<file path="config.mk">
export PLATFORM = sky130hd
export DESIGN_NAME = piso_serializer
export DESIGN_NICKNAME = d
export VERILOG_FILES = /design/src/rtl/piso_serializer.sv
export SDC_FILE = /design/constraint.sdc
export NUM_CORES = 1
export LEC_CHECK = 0
export BUFFER_PORTS_ARGS = -buffer_cell sky130_fd_sc_hd__buf_4
export CAP_MARGIN = 20
export CORE_ASPECT_RATIO = 1.25
export CORE_MARGIN = 2
export CORE_UTILIZATION = 40
export DETAILED_ROUTE_END_ITERATION = 10
export GPL_TIMING_DRIVEN = 0
export PLACE_DENSITY_LB_ADDON = 0.12
export SETUP_SLACK_MARGIN = 0.15
export SLEW_MARGIN = 30
export SYNTH_ARGS = -nofsm -noshare
export SYNTH_HDL_FRONTEND = slang
export SYNTH_SLANG_ARGS = --single-unit
</file>
<file path="constraint.sdc">
create_clock -name clk -period 1.3 [get_ports clk]
set_input_delay 0.065 -clock clk [delete_from_list [all_inputs] [get_ports clk]]
set_output_delay 0.065 -clock clk [all_outputs]
set_load 0.05 [all_outputs]
</file>
<file path="src/rtl/piso_serializer.sv">
// Parallel-in serial-out stage: loads a word over a valid/ready handshake and
// streams it one bit per beat. Define PISO_PARITY_EN to append an even-parity beat.
module piso_serializer #(
  parameter int N         = 16,
  parameter int MSB_FIRST = 1,
  localparam int CW       = $clog2(N + 2)
) (
  input  logic          clk,
  input  logic          reset,
  input  logic [N-1:0]  par_in,
  input  logic          load_valid,
  output logic          load_ready,
  output logic          ser_out,
  output logic          ser_valid,
  input  logic          ser_ready,
  output logic          ser_last,
  output logic          busy,
  output logic [CW-1:0] bit_cnt
);

`ifdef PISO_PARITY_EN
  localparam int FRAME = N + 1;
`else
  localparam int FRAME = N;
`endif

  typedef enum logic {IDLE, SHIFT} state_t;

  state_t          state_q, state_d;
  logic [N-1:0]    shreg_q, shreg_d;
  logic [CW-1:0]   cnt_q, cnt_d;
  logic            data_bit;
  logic            beat_fire;
  logic            load_fire;
`ifdef PISO_PARITY_EN
  logic            par_q, par_d;
`endif

  assign ser_valid = (state_q == SHIFT);
  assign busy      = ser_valid;
  assign bit_cnt   = cnt_q;
  assign ser_last  = ser_valid && (cnt_q == CW'(FRAME - 1));
  assign beat_fire = ser_valid && ser_ready;

  // A new word is taken when idle, or on the final beat so frames run back to back.
  assign load_ready = reset && (!ser_valid || (beat_fire && ser_last));
  assign load_fire  = load_valid && load_ready;

  assign data_bit = (MSB_FIRST != 0) ? shreg_q[N-1] : shreg_q[0];

`ifdef PISO_PARITY_EN
  assign ser_out = ser_valid && ((cnt_q == CW'(N)) ? par_q : data_bit);
`else
  assign ser_out = ser_valid && data_bit;
`endif

  always_comb begin
    // NOTE: every _d gets a hold default first so no path leaves it unassigned (no latch).
    state_d = state_q;
    shreg_d = shreg_q;
    cnt_d   = cnt_q;
`ifdef PISO_PARITY_EN
    par_d   = par_q;
`endif
    if (load_fire) begin
      state_d = SHIFT;
      shreg_d = par_in;
      cnt_d   = '0;
`ifdef PISO_PARITY_EN
      par_d   = ^par_in;
`endif
    end else if (beat_fire) begin
      if (ser_last) begin
        state_d = IDLE;
        shreg_d = '0;
        cnt_d   = '0;
      end else begin
        if (MSB_FIRST != 0) shreg_d = {shreg_q[N-2:0], 1'b0};
        else                shreg_d = {1'b0, shreg_q[N-1:1]};
        cnt_d = cnt_q + CW'(1);
      end
    end
  end

  // NOTE: sequential state uses non-blocking assignments so all flops update together.
  always_ff @(posedge clk) begin
    if (!reset) begin
      state_q <= IDLE;
      shreg_q <= '0;
      cnt_q   <= '0;
`ifdef PISO_PARITY_EN
      par_q   <= 1'b0;
`endif
    end else begin
      state_q <= state_d;
      shreg_q <= shreg_d;
      cnt_q   <= cnt_d;
`ifdef PISO_PARITY_EN
      par_q   <= par_d;
`endif
    end
  end

endmodule

</file>
* Yosys cells after proc, flatten, opt, wreduce, memory -nomap -nowiden *
Index checks and enable logic that the tools add are counted.

word-level totals
  register bits = 22
  bits of input ports = 20
  output and inout bits = 10
  logic and storage cells = 25

operators by class
  add/subtract/negate cells = 1
  equal/unequal tests = 1
  muxes and demuxes = 7
  bitwise logic cells = 1
  reduce and logical (&&, ||, !) cells = 12

operator list
  kind                                                             count
  16-bit 2-to-1 mux                                                3
  1-bit logical AND                                                6
  5-bit by 1-bit adder with 5-bit output, second input constant    1
  5-bit by 4-bit == test with 1-bit output, second input constant  1
  5-bit 2-to-1 mux                                                 1
  2-bit nonzero test                                               2
  1-bit 2-to-1 mux                                                 3
  2-bit AND reduction                                              1
  2-bit OR reduction                                               1
  1-bit zero test                                                  1
  1-bit logical OR                                                 1
  1-bit NOT                                                        1

* Logic depth before layout (Yosys ltp) *
Gate-level depths: netlist (run 1).

  word-level depth = 8
  mapped depth = 5
  gate-level depth less buffers = 4

* Least setup slack after synthesis (run 1) *
OpenSTA, ideal clock, no wires.

  path type = reg2out
  from = register cnt_q[0] (netlist: bit_cnt[0])
  to = output port load_ready
  data arrival time = 2205 ps
  required time = 1235 ps
  path slack = -970 ps
  cell stages (with the launch flop) = 6
  buffers on the path = 1
  cells stage by stage = dfxtp_1 > ha_1 > nand4b_1 > clkbuf_1 > o21a_1 > nor2b_1

between the ends
  word-level cells in the longest chain between the ends = 5

ends and longest elaborated chain
  what                                      line  source
  start: declaration                        31    logic [CW-1:0] cnt_q, cnt_d;
  start signal: assignment                  97    cnt_q <= cnt_d;
  5-bit by 4-bit == test with 1-bit output  42    assign ser_last = ser_valid && (cnt_q == CW'(FRAME - 1));
  1-bit logical AND                         42
  1-bit logical AND                         46    assign load_ready = reset && (!ser_valid || (beat_fire && ser_last));
  1-bit logical OR                          46
  1-bit logical AND                         46
  end: declaration                          12    output logic load_ready,

No other way between the ends.

* Worst setup path in the final report (run 1) *
Ends and elaborated chain as after synthesis.

==> summary.txt, run 1 <==
Run status
  • Status: finished, violations left
  • Failing checks: setup timing

Yosys
  • Synth Instances: 132
  • Largest family of logic cells by synthesized area: compound AO/OA/AOI/OAI gates
  • Post-synth top cells: dfxtp_1, o211ai_1, a21bo_2, and3_1, o221a_1
  • Post-synth EDFFs: 0
  • Synth top area share: 34.0%
  • Synth cell types: 33
  • Syn_area_per_cell: 9.81 µm²
  • Most frequent cell after synthesis: dfxtp_1
  • Post-synthesis adder-cell area fraction: 0.966%
  • Mapped Nets: 153
  • Synthesis Warnings: 0
  • Flops & latches, synth: 22
  • Prevailing post-synth register cell: dfxtp_1
  • Simple-gate share of the synthesized area: 18.3%
  • Mux cell area share after synthesis: 0%
  • Largest cells by area after synthesis: dfxtp_1, a21bo_2, o211ai_1
  • Largest area contributor in the netlist: dfxtp_1
  • Xor-xnor portion of the synthesized cell area: 0.676%
  • Register area share after synthesis: 34.0%
  • Post-synthesis cell area: 1290 µm²
  • Synth async-reset ratio: 0%
  • Post-synthesis compound-gate area fraction: 39.2%

Global routing
  • Gr ovfl total: 0
  • GRT Total Usage: 22.1%
  • First-pass GRT wire length: 6.04 mm
  • Initial antenna violation count: 0
  • Largest net degree at the start of global routing: 14
  • Vias in the first global route: 1264

Setup path
  • Crit end category: output port
  • CP startpoint: bit_cnt[0]$_SDFFE_PP0N_
  • CP max stage cell: dfxtp_4
  • Critical path launch point type: flop
  • Crit-path max FO: 2
  • Crit path required time: 1.24 ns
  • Worst Reg2Reg Path Length in Cells: 7
  • CP arrival: 1.51 ns
  • Worst Setup Path Type: reg2out
  • Slowest cell delay on critical path: 0.37 ns
  • FF-to-FF End: shreg_q[2]$_SDFFE_PN0P_
  • R2R Setup Slk: -0.23 ns
  • Crit-path cells: ha_4, nand4b_1, clkbuf_8, o21a_4, nor2b_4, buf_6
  • Reg-to-Reg Start: bit_cnt[0]$_SDFFE_PP0N_
  • Capture point of the worst path: load_ready

Drt
  • Pre-Repair DR Iteration Count: 4
  • Routed Antenna Nets: 0
  • Vias: 1264
  • Vias per inst: 5.91
  • Total Routed Length: 3.74 mm
  • Residual DRC count: 0
  • Initial DRC Count: 55
  • WL/cell: 17.5 µm

Timing
  • Clock skew: 0.0112 ns
  • Worst-Margin Slew: 0.512 ns
  • Tcrit/Tclk final: 121%
  • Slew Viols, Final: 0
  • WHS: 0.0558 ns
  • Max-slew headroom: 65.9%
  • Final hold violations: 0
  • Crit path time final: 1.57 ns
  • Final worst slack: -0.270 ns
  • # setup viols final: 24
  • Total Negative Setup Slacks: -3.91 ns
  • RSZ-0062 raised after global routing: true
  • Max Clk Rate: 637 MHz

CTS
  • H-tree Lvls: 1
  • Hold-fix buffers, CTS: 0
  • CTS clk-pin slew, worst paths: 0.09 ns
  • Max Buffers Root-to-Sink: 2
  • Clock Sinks: 22
  • CTS tree: yes
  • Insertion delay of the later-clocked pin in the worst-skew pair: 0.27 ns
  • CTS buffer count: 3
  • Root buf cell: clkbuf_8

Power
  • Pwr dens: 934 nW/µm²
  • Leak pwr: 0.827 nW
  • VDD IR max: 0.693 mV

Flow run
  • Max-cap viol count: 0

Floorplanning
  • Die W: 54.9 µm
  • Die H: 67.6 µm
  • Initial core utilization: 41.3%
  • Top Ports: 30
  • Area of the core: 3140 µm²
  • Num rows: 23
  • DIE AREA: 3710 µm²

Placed design
  • Setup Slack @ Placement: -0.168 ns
  • Placer congestion estimate: 0.737
  • PortBufs: 28
  • Final HPWL DP: 2.41 mm
  • Placed cell area: 1640 µm²

Finish
  • Antenna diodes: 0
  • Syn-to-layout area delta: 47.4%
  • Fin area: 1910 µm²
  • # fillers: 275
  • Layout Nets: 199
  • Share of layout cells above drive strength 1: 54.2%

Hold path
  • HP Class: in2reg
-- timing repair --
action | CTS | global route
endpoints found under the setup margin | 25 | 26
pin swaps | 6 | 4
cloned | 2 | 0
setup buffers | 11 | 0
gates resized for setup | 17 | 1
endpoints found under the hold margin | 0 | 0
-- sequential cells by signal, summed over array words and instances (netlist names) --
name and flops:
bit_cnt 5, shreg_q 16, busy 1
-- kinds of logic (layout without fill, tap and decap cells) --
group           count (synthesis)  count (layout)
simple gates                   37              37
xor+xnor                        1               1
compound gates                 54              54
flops                          22              22
fa+ha+maj                       1               1
buf+inv                        17              62
-- power breakdown --
| part | switching, mW | internal [mW] |
|---|---|---|
| registers | 0.0221 | 0.712 |
| logic | 0.183 | 0.210 |
| clock network | 0.244 | 0.412 |
| total | 0.449 | 1.33 |
-- final cells by class --
cell class / instances / area [µm²] / share of cell area (%)
repair buffers: 41 / 370 / 19.4
clock buffers: 3 / 41.3 / 2.16
inverters: 2 / 7.51 / 0.393
plain buffers: 15 / 130 / 6.82
well taps: 37 / 46.3 / 2.42
flip-flops and latches: 22 / 458 / 24.0
clock inverters: 1 / 30.0 / 1.57
multi-input cells: 93 / 826 / 43.3
-- layout by cell type, fill, tap and decap left out, types with 3 or more instances in the layout --
master,netlist,layout
a21bo_2,15,15
and3_1,15,15
o221a_2,5,5
o211ai_1,16,16
clkbuf_8,0,4
buf_6,1,8
dfxtp_1,22,16
clkbuf_1,6,3
o221a_1,10,10
nand3_1,3,3
dfxtp_4,0,4
buf_4,3,35
nand2_1,6,6
buf_2,5,3
-- routing by layer --
metal  track usage [%]  routed length [µm]  vias up
met2              39.0                2010       21
met1              28.0                1610      629
met4              5.79                  21        0
met3              1.99                 100        2
met5                 0                   0        -
li1                  -                   -      612
-- worst max-delay path: cells and delay by family, from the launching register on --
family	cells	cell delay [ns]
compound gates	1	0.20
buf+inv	2	0.32
fa+ha+maj	1	0.13
simple gates	2	0.22
flops	1	0.37
-- worst min path at each step --
stage / from / end / cells past startpoint
finish: load_valid / busy$_SDFFE_PN0P_ / 2
global route: par_in[6] / shreg_q[6]$_SDFFE_PN0P_ / 2
CTS: load_valid / busy$_SDFFE_PN0P_ / 2
detailed placement: load_valid / busy$_SDFFE_PN0P_ / 2
global placement: load_valid / busy$_SDFFE_PN0P_ / 2
floorplan: load_valid / busy$_SDFFE_PN0P_ / 1
-- metrics by stage --
stage	instances	util, %	power (mW)
floorplan	132	-	0.996
global placement	197	52.2	1.10
detailed placement	197	52.2	1.11
CTS	214	60.7	1.79
global route	214	60.9	1.84
finish	214	60.9	1.78
No activity file was read; power rests on OpenSTA's default activity.
==> run 2: changes to the inputs <==
ABC_AREA = 1   (was not set)
RECOVER_POWER = 25   (was not set)
==> run 2 against run 1 <==
The flow still finishes with violations (setup timing). Cell count grew 19%. Synthesized cell count grew 33%. Die area shrank 7.6%. Critical path type unchanged. Largest power group unchanged.
==> summary.txt, run 2 <==
Global routing
  • Gr ovfl total: 0
  • Vias in the first global route: 1185
  • Initial antenna violation count: 0
  • GRT Total Usage: 20.3%
  • First-pass GRT wire length: 5.10 mm
  • Largest net degree at the start of global routing: 13

Timing
  • Final worst slack: -0.285 ns
  • RSZ-0062 raised after global routing: true
  • Worst-Margin Slew: 0.619 ns
  • Final hold violations: 0
  • Max-slew headroom: 58.8%
  • Max Clk Rate: 631 MHz
  • Slew Viols, Final: 0
  • # setup viols final: 24
  • Clock skew: 0.00120 ns
  • Total Negative Setup Slacks: -5.14 ns
  • Crit path time final: 1.59 ns
  • Tcrit/Tclk final: 122%

Power
  • Combinational share of power: 26.0%
  • Clock power frac: 25.3%
  • Sw Ratio: 30.0%
  • VDD IR max: 0.672 mV
  • Pwr dens: 833 nW/µm²
  • Power Internal: 1.06 mW
  • Leak pwr: 0.836 nW
  • Sw power: 452 µW
  • Flop pwr share: 48.8%

Floorplanning
  • Area of the core: 2890 µm²
  • Die W: 52.8 µm
  • Num rows: 22
  • Die H: 65.0 µm
  • DIE AREA: 3430 µm²
  • Top Ports: 30
  • Initial core utilization: 41.2%

Yosys
  • Mapped Nets: 196
  • Register area share after synthesis: 37.0%
  • Largest area contributor in the netlist: dfxtp_1
  • Synth cell types: 23
  • Flops & latches, synth: 22
  • Syn_area_per_cell: 6.80 µm²
  • Post-synth top cells: nand2_1, dfxtp_1, a21oi_1, inv_1, nand3_1
  • Synth Instances: 175
  • Synth async-reset ratio: 0%
  • Synthesis Warnings: 0
  • Post-synthesis cell area: 1190 µm²
  • Most frequent cell after synthesis: nand2_1
  • Post-synth EDFFs: 0
  • Prevailing post-synth register cell: dfxtp_1
  • Synth top area share: 37.0%
  • Largest cells by area after synthesis: dfxtp_1, nand2_1, nand4_1

CTS
  • Root buf cell: clkbuf_4
  • Insertion delay of the later-clocked pin in the worst-skew pair: 0.31 ns
  • Clock Sinks: 22
  • H-tree Lvls: 1
  • Max Buffers Root-to-Sink: 2
  • CTS tree: yes
  • CTS clk-pin slew, worst paths: 0.12 ns
  • CTS buffer count: 3

Drt
  • Vias: 1340
  • Routed Antenna Nets: 0
  • Residual DRC count: 0
  • Pre-Repair DR Iteration Count: 4
  • Initial DRC Count: 33
  • Vias per inst: 5.28
  • WL/cell: 13.2 µm
  • Total Routed Length: 3.36 mm

Finish
  • Most flops, register: shreg_q
  • Commonest non-fill, non-tap cell in the layout: nand2_1
  • Max reg flops: 16
  • Share of layout cells above drive strength 1: 41.7%
  • Syn-to-layout area delta: 52.1%
  • Layout Nets: 240
  • Commonest cells after routing, fill and taps aside: nand2_1, buf_4, inv_1
  • Core Util, Final: 62.6%
  • Layout Cells excl Fill: 254
  • Antenna diodes: 0

Hold path
  • WHS Endpoint: shreg_q[7]$_SDFFE_PN0P_
  • HP Class: in2reg
  • Hold_sp: par_in[7]
  • Hold-critical path depth: 5

Placed design
  • PortBufs: 27
  • Placer congestion estimate: 0.765
  • Placed cell count: 238
  • Final HPWL DP: 2.20 mm

Setup path
  • CP arrival: 1.52 ns
  • CP startpoint: bit_cnt[1]$_SDFFE_PP0N_
  • Critical path launch point type: flop
  • Crit-path max FO: 3
  • Reg-to-Reg Start: bit_cnt[1]$_SDFFE_PP0N_
  • Worst Setup Path Type: reg2out
  • FF-to-FF End: shreg_q[1]$_SDFFE_PN0P_
  • R2R Setup Slk: -0.27 ns
  • Crit path required time: 1.24 ns
  • Worst Reg2Reg Path Length in Cells: 10
  • Crit end category: output port

Run status
  • Failing checks: setup timing
  • Status: finished, violations left

Flow run
  • Max-cap viol count: 0
[run 2: cell count changes in the layout (fill, tap and decap cells not counted), sizes merged, moves of 15 or more]
cell / previous run / this run
nand2: 6 / 53
a21oi: 0 / 19
inv: 2 / 20
nand3: 4 / 21
o211ai: 16 / 0
a21bo: 15 / 0
and3: 15 / 0
nand4: 1 / 16
o221a: 15 / 0
[run 2: cells by family after synthesis]
family | count (synthesis) | share of synthesized area [%]
DFF | 22 | 37.0
buffers and inverters | 33 | 12.4
xor gates and xnor gates | 2 | 1.47
and+or+nand+nor | 96 | 39.0
adders and majority gates | 1 | 1.05
AOI/OAI and AO/OA | 21 | 9.04
[run 2: worst max-delay path by stage]
stage | to | slack, ns | depth (start not counted)
global placement | shreg_q[14]$_SDFFE_PN0P_ | -0.31 | 10
CTS | load_ready | -0.27 | 6
global route | shreg_q[1]$_SDFFE_PN0P_ | -0.36 | 10
detailed placement | shreg_q[14]$_SDFFE_PN0P_ | -0.34 | 10
floorplan | shreg_q[0]$_SDFFE_PN0P_ | -0.32 | 7
finish | load_ready | -0.29 | 6
[run 2: through the flow]
step / worst slack, ns / hold WS [ns] / total power, mW / cell area (µm²)
final: -0.285 / 0.119 / 1.51 / 1810
after global routing: -0.355 / 0.121 / 1.58 / 1810
after CTS: -0.273 / 0.110 / 1.48 / 1720
after detailed placement: -0.336 / 0.345 / 1.06 / 1560
after global placement: -0.310 / 0.337 / 1.05 / 1560
after floorplan: -0.317 / 0.213 / 0.961 / 1310
[run 2: critical path, cell delays in order, from the launching register on]
cell and delay, ns:
dfxtp_4 0.38, ha_4 0.14, nand2_4 0.05, nor2_4 0.15, nand3_4 0.12, a21oi_4 0.17, buf_6 0.18
[run 2: repair_timing]
action / 4_1_cts / 5_1_grt
gates cloned: 1 / 2
hold endpoints to repair: 1 / 0
setup buffers: 7 / 1
hold buffers: 1 / 0
endpoints found under the setup margin: 25 / 26
resized for setup: 19 / 14
pin swaps: 9 / 5
[run 2: per-layer routing]
metal  track usage [%]  routed length [µm]
met2              35.6                1810
met1              23.5                1350
met4              8.97                  52
met5                 0                   0
met3              3.46                 148
[run 2: layout make-up]
class | instances | area [µm²]
Buffer | 12 | 91.3
Inverter | 21 | 83.8
Timing Repair Buffer | 38 | 344
Fill cell | 292 | 1080
Sequential cell | 22 | 455
Clock buffer | 4 | 36.3
Tap cell | 36 | 45.0
Multi-Input combinational cell | 121 | 753
[run 2: power groups by stage]
stage	clock network, mW	registers (mW)	logic [mW]
floorplan	0	0.761	0.201
global placement	0	0.752	0.302
detailed placement	0	0.753	0.310
CTS	0.395	0.734	0.356
global route	0.422	0.739	0.423
finish	0.381	0.735	0.391
==> run 3: changes to the inputs <==
REMOVE_ABC_BUFFERS = 1   (was not set)
==> run 3 against run 2 <==
The run still ends with setup timing left. Non-clock buffer count shrank 4. Clock skew grew 0.0073 ns. Combinational power shrank 3%. Largest cell class unchanged. Worst hold slack lost 0.065 ns. Global-route usage grew 1.2 points. Critical path depth grew 7. Clock power is essentially flat.
==> summary.txt, run 3 (synthesis gave the netlist of run 2 again) <==
Timing
  • WHS: 0.0541 ns
  • Crit path time final: 1.66 ns
  • RSZ-0062 raised after global routing: true
  • Max Clk Rate: 604 MHz
  • # setup viols final: 24
  • Clock skew: 0.00852 ns
  • Slew Viols, Final: 0
  • Tcrit/Tclk final: 127%
  • Final worst slack: -0.356 ns
  • Worst-Margin Slew: 0.615 ns
  • Final hold violations: 0
  • Max-slew headroom: 58.8%

Finish
  • Fin area: 1830 µm²
  • Syn-to-layout area delta: 53.9%
  • Most flops, register: shreg_q
  • Layout Cells excl Fill: 254
  • Commonest cells after routing, fill and taps aside: nand2_1, buf_4, dfxtp_1
  • Core Util, Final: 63.4%
  • Max reg flops: 16
  • Antenna diodes: 0
  • Layout Nets: 240
  • Commonest non-fill, non-tap cell in the layout: nand2_1
  • Share of layout cells above drive strength 1: 39.9%

Run status
  • Failing checks: setup timing
  • Status: finished, violations left

Floorplanning
  • Top Ports: 30
  • Initial core utilization: 41.2%
  • Num rows: 22
  • DIE AREA: 3430 µm²
  • Die W: 52.8 µm
  • Die H: 65.0 µm
  • Area of the core: 2890 µm²

Placed design
  • PortBufs: 29
  • Final HPWL DP: 1.70 mm
  • Placed cell count: 228
  • Placed cell area: 1380 µm²
  • Placer congestion estimate: 0.691

Setup path
  • Crit end category: flop
  • Slowest cell delay on critical path: 0.36 ns
  • CP arrival: 1.89 ns
  • Crit-path max FO: 6
  • Worst Setup Path Type: reg2reg
  • Crit path buffers/inverters: 4
  • CP most frequent cell: nand2_2
  • Crit-path leading delay family: simple AND/OR/NAND/NOR gates
  • Crit-path cells: ha_4, nand2_2, nor2_4, buf_6, buf_6, nand2_4, inv_4, nor2_4, clkbuf_16, nand2_4, nand2_2, nand2_2, a21oi_2
  • CP max stage cell: dfxtp_2
  • Critical path launch point type: flop
  • Crit path required time: 1.54 ns

CTS
  • Max Buffers Root-to-Sink: 2
  • CTS buffer count: 3
  • CTS tree: yes
  • Insertion delay of the later-clocked pin in the worst-skew pair: 0.31 ns
  • Root buf cell: clkbuf_4
  • H-tree Lvls: 1
  • Clock Sinks: 22
  • CTS clk-pin slew, worst paths: 0.13 ns

Global routing
  • Gr ovfl total: 0
  • First-pass GRT wire length: 5.51 mm
  • Largest net degree at the start of global routing: 24
  • Initial antenna violation count: 0
  • GRT Total Usage: 21.5%
  • Vias in the first global route: 1197

Drt
  • Initial DRC Count: 24
  • Pre-Repair DR Iteration Count: 4
  • Residual DRC count: 0
  • Vias per inst: 5.31
  • WL/cell: 13.4 µm
  • Total Routed Length: 3.40 mm
  • Vias: 1348
  • Routed Antenna Nets: 0

Hold path
  • HP Class: in2reg

Power
  • Sw Ratio: 30.6%
  • Flop pwr share: 49.3%
  • Post-route total power: 1.50 mW
  • Power Internal: 1.04 mW
  • VDD IR max: 0.639 mV
  • Leak pwr: 0.863 nW
  • Combinational share of power: 25.2%
  • Sw power: 460 µW
  • Clock power frac: 25.5%
  • Pwr dens: 820 nW/µm²

Flow run
  • Max-cap viol count: 0
==> run 3: changes by cell type in the layout (fill, tap and decap cells not counted), moves of 2 or more <==
| cell | before | now |
|---|---|---|
| buf_4 | 28 | 37 |
| buf_6 | 9 | 5 |
| buf_8 | 4 | 2 |
| clkbuf_1 | 4 | 0 |
| dfxtp_1 | 16 | 19 |
| dfxtp_4 | 3 | 1 |
| inv_4 | 0 | 2 |
| nand2_1 | 38 | 41 |
| nand2_2 | 10 | 6 |
| nand2_8 | 0 | 3 |
| nand3_1 | 14 | 18 |
| nand3_2 | 5 | 3 |
==> run 3: path summary, 6_finish.rpt <==
kind,from,endpoint,slack (ns),cells past startpoint
min reg2reg,shreg_q[6]$_SDFFE_PN0P_,shreg_q[6]$_SDFFE_PN0P_,0.49,2
max reg2reg,bit_cnt[1]$_SDFFE_PP0N_,shreg_q[1]$_SDFFE_PN0P_,-0.36,13
min,par_in[0],shreg_q[0]$_SDFFE_PN0P_,0.05,3
max,bit_cnt[1]$_SDFFE_PP0N_,shreg_q[1]$_SDFFE_PN0P_,-0.36,13
==> run 3: worst reg2reg max path, stage by stage (launching register included) <==
cell	delay, ns
dfxtp_2	0.36
ha_4	0.16
nand2_2	0.08
nor2_4	0.05
buf_6	0.11
buf_6	0.11
nand2_4	0.05
inv_4	0.04
nor2_4	0.18
clkbuf_16	0.19
nand2_4	0.04
nand2_2	0.06
nand2_2	0.06
a21oi_2	0.11
==> run 3: area by class of cell <==
class	count	area, µm²
fillers	274	1060
multi-input cells	125	811
flip-flops and latches	22	447
repair buffers	46	409
inverters	21	83.8
well taps	36	45.0
clock buffers	4	36.3
==> run 3: power groups by stage <==
| stage | sequential, mW | combinational [mW] | clock [mW] |
|---|---|---|---|
| finish | 0.741 | 0.379 | 0.382 |
| global route | 0.745 | 0.415 | 0.423 |
| CTS | 0.737 | 0.346 | 0.394 |
| detailed placement | 0.753 | 0.266 | 0 |
| global placement | 0.752 | 0.262 | 0 |
| floorplan | 0.769 | 0.140 | 0 |
==> run 3: metrics by stage <==
| step | worst slack, ns | setup TNS (ns) |
|---|---|---|
| global route | -0.440 | -9.07 |
| floorplan | -1.53 | -26.38 |
| global placement | -0.726 | -15.13 |
| detailed placement | -0.739 | -15.62 |
| finish | -0.356 | -6.98 |
| CTS | -0.311 | -6.01 |
==> run 3: per-layer routing <==
metal / global-route usage [%] / routed length, µm / part of all wire, %
met1: 26.7 / 1420 / 42
met2: 37.3 / 1840 / 54
met3: 2.07 / 72 / 2.1
met4: 8.33 / 65 / 1.9
met5: 0 / 0 / 0
==> run 3: what timing repair did <==
item                       in CTS  in global routing
gates resized for setup        30                 21
buffers inserted               12                  4
setup endpoints to repair      27                 25
hold buffers                    0                  0
gates cloned                    5                  1
pin swaps                       5                  9
